`config.mk`:
```
export PLATFORM = sky130hd
export DESIGN_NAME = dmem_arbiter
export DESIGN_NICKNAME = d
export VERILOG_FILES = /design/src/rtl/dmem_arbiter.sv
export SDC_FILE = /design/constraint.sdc
export NUM_CORES = 1
export LEC_CHECK = 0
export CORE_AREA = 2 2 169 105
export DETAILED_ROUTE_END_ITERATION = 6
export DIE_AREA = 0 0 171 107
export PLACE_DENSITY = 0.86
export SYNTH_ARGS = -nofsm -noshare
export SYNTH_HDL_FRONTEND = slang
export SYNTH_SLANG_ARGS = --single-unit
```
`constraint.sdc`:
```
create_clock -name clk -period 2.45 [get_ports clk]
set_clock_uncertainty 0.2 [all_clocks]
set_input_delay 0.6125 -clock clk [delete_from_list [all_inputs] [get_ports clk]]
set_output_delay 0.6125 -clock clk [all_outputs]
set_load 0.01 [all_outputs]
```
`src/rtl/dmem_arbiter.sv`:
```
// dmem_arbiter: shares one single-ported data memory between the memory
// pipeline (port 0) and the debug/program loader (port 1). It does load lane
// extraction and extension, and turns SB/SH into a read-merge-write sequence.
// Only one operation is in flight at a time.
module dmem_arbiter #(
  parameter bit RR_ARB = 1'b1
) (
  input  logic             clk,
  input  logic             rst_n,
  input  logic [1:0]       req_valid,
  output logic [1:0]       req_ready,
  input  logic [1:0]       req_write,
  input  logic [1:0][2:0]  req_funct3,
  input  logic [1:0][31:0] req_addr,
  input  logic [1:0][31:0] req_wdata,
  output logic [1:0]       resp_valid,
  output logic [31:0]      resp_rdata,
  output logic             resp_err,
  output logic             mem_en,
  output logic             mem_we,
  output logic [31:0]      mem_addr,
  output logic [31:0]      mem_wdata,
  input  logic [31:0]      mem_rdata,
  output logic             busy
);

  typedef enum logic [2:0] {IDLE, RD, RDWAIT, WR, RESP} state_e;

  state_e      state_q, state_d;
  logic        lastGrant_q, portId_q, isWrite_q, isErr_q;
  logic [2:0]  funct3_q;
  logic [31:0] addr_q, wdata_q, merged_q, respRdata_q;

  logic        grantPort, accept, acceptErr;
  logic [4:0]  laneShift;
  logic [31:0] shiftedRdata, loadData, storeLane, laneMask, mergedWord;

  // Misaligned halfword/word accesses and unused funct3 codes are rejected
  function automatic logic isIllegal(input logic write, input logic [2:0] f3,
                                     input logic [1:0] lowAddr);
    logic bad;
    bad = 1'b0;
    if (write) begin
      case (f3)
        3'b000:  bad = 1'b0;
        3'b001:  bad = lowAddr[0];
        3'b010:  bad = (lowAddr != 2'b00);
        default: bad = 1'b1;
      endcase
    end else begin
      case (f3)
        3'b000, 3'b100: bad = 1'b0;
        3'b001, 3'b101: bad = lowAddr[0];
        3'b010:         bad = (lowAddr != 2'b00);
        default:        bad = 1'b1;
      endcase
    end
    return bad;
  endfunction

  // Arbitration: round-robin on contention, otherwise whichever port asks
  always_comb begin
    grantPort = req_valid[1];
    if (req_valid == 2'b11) begin
      grantPort = RR_ARB ? ~lastGrant_q : 1'b0;
    end
    accept    = rst_n && (state_q == IDLE) && (req_valid != 2'b00);
    acceptErr = isIllegal(req_write[grantPort], req_funct3[grantPort],
                          req_addr[grantPort][1:0]);
  end

  // Byte-lane extraction for loads and lane merge for sub-word stores
  always_comb begin
    laneShift    = {addr_q[1:0], 3'b000};
    shiftedRdata = mem_rdata >> laneShift;
    case (funct3_q)
      3'b000:  loadData = {{24{shiftedRdata[7]}}, shiftedRdata[7:0]};
      3'b100:  loadData = {24'h000000, shiftedRdata[7:0]};
      3'b001:  loadData = {{16{shiftedRdata[15]}}, shiftedRdata[15:0]};
      3'b101:  loadData = {16'h0000, shiftedRdata[15:0]};
      default: loadData = shiftedRdata;
    endcase
    storeLane  = funct3_q[0] ? 32'h0000_FFFF : 32'h0000_00FF;
    laneMask   = storeLane << laneShift;
    mergedWord = (mem_rdata & ~laneMask) | ((wdata_q & storeLane) << laneShift);
  end

  // Next-state: errors skip memory, SW skips the read, SB/SH read then write
  always_comb begin
    state_d = state_q;
    case (state_q)
      IDLE: begin
        if (accept) begin
          if (acceptErr) begin
            state_d = RESP;
          end else if (req_write[grantPort] && (req_funct3[grantPort] == 3'b010)) begin
            state_d = WR;
          end else begin
            state_d = RD;
          end
        end
      end
      RD:      state_d = RDWAIT;
      RDWAIT:  state_d = isWrite_q ? WR : RESP;
      WR:      state_d = RESP;
      RESP:    state_d = IDLE;
      default: state_d = IDLE;
    endcase
  end

  // State register; reset drops any operation in flight
  always_ff @(posedge clk) begin
    if (!rst_n) begin
      state_q <= IDLE;
    end else begin
      state_q <= state_d;
    end
  end

  // Request latch at accept, merge word and response data as the op proceeds
  always_ff @(posedge clk) begin
    if (!rst_n) begin
      lastGrant_q <= 1'b1;
      portId_q    <= 1'b0;
      isWrite_q   <= 1'b0;
      isErr_q     <= 1'b0;
      funct3_q    <= 3'b000;
      addr_q      <= 32'h0;
      wdata_q     <= 32'h0;
      merged_q    <= 32'h0;
      respRdata_q <= 32'h0;
    end else begin
      if (accept) begin
        lastGrant_q <= grantPort;
        portId_q    <= grantPort;
        isWrite_q   <= req_write[grantPort];
        funct3_q    <= req_funct3[grantPort];
        addr_q      <= req_addr[grantPort];
        wdata_q     <= req_wdata[grantPort];
        isErr_q     <= acceptErr;
        if (acceptErr) begin
          respRdata_q <= 32'h0;
        end
      end
      if (state_q == RDWAIT) begin
        if (isWrite_q) begin
          merged_q <= mergedWord;
        end else begin
          respRdata_q <= loadData;
        end
      end
      if (state_q == WR) begin
        respRdata_q <= 32'h0;
      end
    end
  end

  // Outputs; handshakes and memory strobes are held off while reset is low
  always_comb begin
    req_ready  = 2'b00;
    resp_valid = 2'b00;
    resp_err   = 1'b0;
    mem_en     = 1'b0;
    mem_we     = 1'b0;
    mem_addr   = 32'h0;
    mem_wdata  = 32'h0;
    if (accept) begin
      req_ready = grantPort ? 2'b10 : 2'b01;
    end
    if (rst_n && (state_q == RESP)) begin
      resp_valid = portId_q ? 2'b10 : 2'b01;
      resp_err   = isErr_q;
    end
    if (state_q == RD || state_q == WR) begin
      mem_addr = {addr_q[31:2], 2'b00};
      mem_en   = rst_n;
    end
    if (state_q == WR) begin
      mem_we    = rst_n;
      mem_wdata = (funct3_q == 3'b010) ? wdata_q : merged_q;
    end
  end

  assign resp_rdata = respRdata_q;
  assign busy       = (state_q != IDLE);

endmodule

```
==> reports/results.ini <==
[pwr]
power_density_mw_per_mm2=627.2
ir_drop_mv=0.4070
total_power_uw=7135
static-leakage-power_uw=0.004071

[clocking]
htreeDepth=4
clk_pin_slew_worst_paths_ns=0.06
clkLatencyLatePin_ns=0.41
cts_buffers=17
cts_root_buffer=clkbuf_16
ctsHoldBuffers=0
cts_buffer_depth=2
cts_tree=built
clock-sinks=138

[sta]
timing.hold.ws_ns=0.2518
period_minus_slack_ns=2.466
period_share_pct=100.7
max_freq_mhz=405.5
drv_slew=0
worst_slack_ns=-0.01638
finalSetupViolCount=5
fin_tns_setup_ns=-0.03981
relSlewSlack_pct=51.34
finalHoldViolations=0
rsz0062_at_grt=true
tightestPinTransition_ns=0.7300

[worst_setup_path]
r2r_slack_ns=0.25
end_kind=output port
reg2reg_to=resp_rdata[24]
path_max_fanout=6
required_ns=1.64
critPathKind=flip-flop to output port
arrival_ns=1.65
reg2regPathDepth=4
cp-start-kind=flip-flop
critPathCapture=mem_wdata[2]
reg2reg_from=state_q[2]
critPathLaunch=funct3_q[2]

[logic_synthesis]
syn_avg_cell_area_um2=7.570
synthCells=981
synthDistinctLibCells=49
async_flop_share_pct=0
synth-seq-cells=138
synthFlopType=dfxtp_1
netlist_area_mm2=0.007426
ys_seq_area_share_pct=37.20
yosys_warnings=0
synth-edff-count=0

[placed_design]
place_area_mm2=0.01055
dpl.cell_count=1451
port_buffers=273
gp_congestion=0.9669
hpwl_um=19910

[floorplan]
coreArea_mm2=0.01676
start_util_pct=44.31
die_w_um=171
num_rows=37
die_y_um=107
die_area_mm2=0.01830
io_pins=276

[finish]
mostFrequentLayoutCell=nand2_1
post-route-cell-area_mm2=0.01138
nets=1415
diodes=0
drive_above_1_share_pct=16.40
final_cells=1490
final_cell_mix=244 x nand2_1, 200 x clkdlybuf4s50_1, 132 x dfxtp_1
area_growth_pct=53.19

[drt]
post_drt_wl_per_cell_um=18.94
wl_um=28220
dr.pass1.iters=7
via_count=8408
drc=0
drtAntennaViolNets=0
vias_per_cell=5.643
drt_iter0_markers=792

[global_route]
grt_usage_pct=30.31
grt_pass1_vias=7991
grt_pass1_wl_um=42970
grt_max_degree=67
grt-ovfl-total=0
antenna_found_initial=0

[hold_path]
hp-class=flip-flop to flip-flop

[run_status]
status=complete, but fails checks
violations=setup timing

[job]
maxCapViolCount=0

## through the flow
| step | worst slack [ns] | utilization (%) |
|---|---|---|
| final | -0.01638 | 67.88 |
| after floorplan | 0.2109 | - |
| after detailed placement | -0.5683 | 62.97 |
| after global routing | -0.07306 | 67.88 |
| after global placement | -0.5411 | 62.97 |
| after CTS | -0.1018 | 67.60 |
## report_power, final
group          switching, uW  internal (uW)  total, uW
Sequential               126           2410       2530
Combinational            931            798       1730
Clock                   1050           1820       2870
## routing by layer
| layer | track usage, % | share of wire [%] |
|---|---|---|
| met1 | 39.88 | 42 |
| met2 | 47.70 | 46 |
| met3 | 9.561 | 11 |
| met4 | 8.898 | 2.0 |
| met5 | 0 | 0 |
## critical path: stages, from the launching register on
cell,delay (ns)
dfxtp_2,0.32
nor2_2,0.11
and2_4,0.20
buf_12,0.15
buf_6,0.10
nand2_4,0.05
a21oi_4,0.17
buf_6,0.13
## state kept, by name, summed over array words and instances (netlist names)
signal       count
wdata_q         32
isWrite_q        1
isErr_q          1
portId_q         1
merged_q        32
addr_q          32
funct3_q         3
lastGrant_q      1
state_q          3
resp_rdata      32
## worst min path at each step
stage / slack [ns] / cells after the start / startpoint / endpoint
finish: 0.25 / 2 / merged_q[13] / merged_q[13]
global route: 0.28 / 2 / merged_q[13] / merged_q[13]
CTS: 0.25 / 2 / merged_q[13] / merged_q[13]
detailed placement: 0.25 / 2 / merged_q[8] / merged_q[8]
global placement: 0.24 / 2 / merged_q[9] / merged_q[9]
floorplan: 0.23 / 2 / merged_q[10] / merged_q[10]
## final cells by class
class                           instances  area [um2]
Fill cell                            1365        5383
Multi-Input combinational cell        743        4448
Timing Repair Buffer                  337        3192
Sequential cell                       138        2770
Clock buffer                           19       432.9
Tap cell                              234       292.8
Clock inverter                         13       216.5
Inverter                                6       23.77
## cell families after synthesis
logic type | after synthesis | share of synthesized area (%)
AND/OR/NAND/NOR | 442 | 28.78
AO/OA/AOI/OAI | 265 | 22.70
flip-flops | 138 | 37.20
buffers and inverters | 101 | 6.386
multiplexers | 34 | 4.886
other | 1 | 0.05050
## synthesized netlist by cell type (all sizes together) (9+ instances only)
| cell | number | area, um2 |
|---|---|---|
| nand2 | 258 | 968.4 |
| dfxtp | 138 | 2763 |
| a31oi | 72 | 465.5 |
| nand3b | 71 | 533.0 |
| a21oi | 60 | 300.3 |
| buf | 52 | 289.0 |
| clkbuf | 43 | 162.7 |
| o21ai | 42 | 210.2 |
| and2 | 34 | 212.7 |
| a211oi | 30 | 225.2 |
| nor2 | 27 | 120.1 |
| o211ai | 26 | 195.2 |
| mux2i | 25 | 250.2 |
| nand3 | 25 | 125.1 |
| nor2b | 11 | 68.82 |
| a22oi | 9 | 67.56 |
## repair_timing
action	CTS	global route
cloned	3	0
gates resized for setup	228	50
pin swaps	6	15
endpoints found under the setup margin	70	39
setup buffers	8	2
Power figures use the tool's default switching activity.
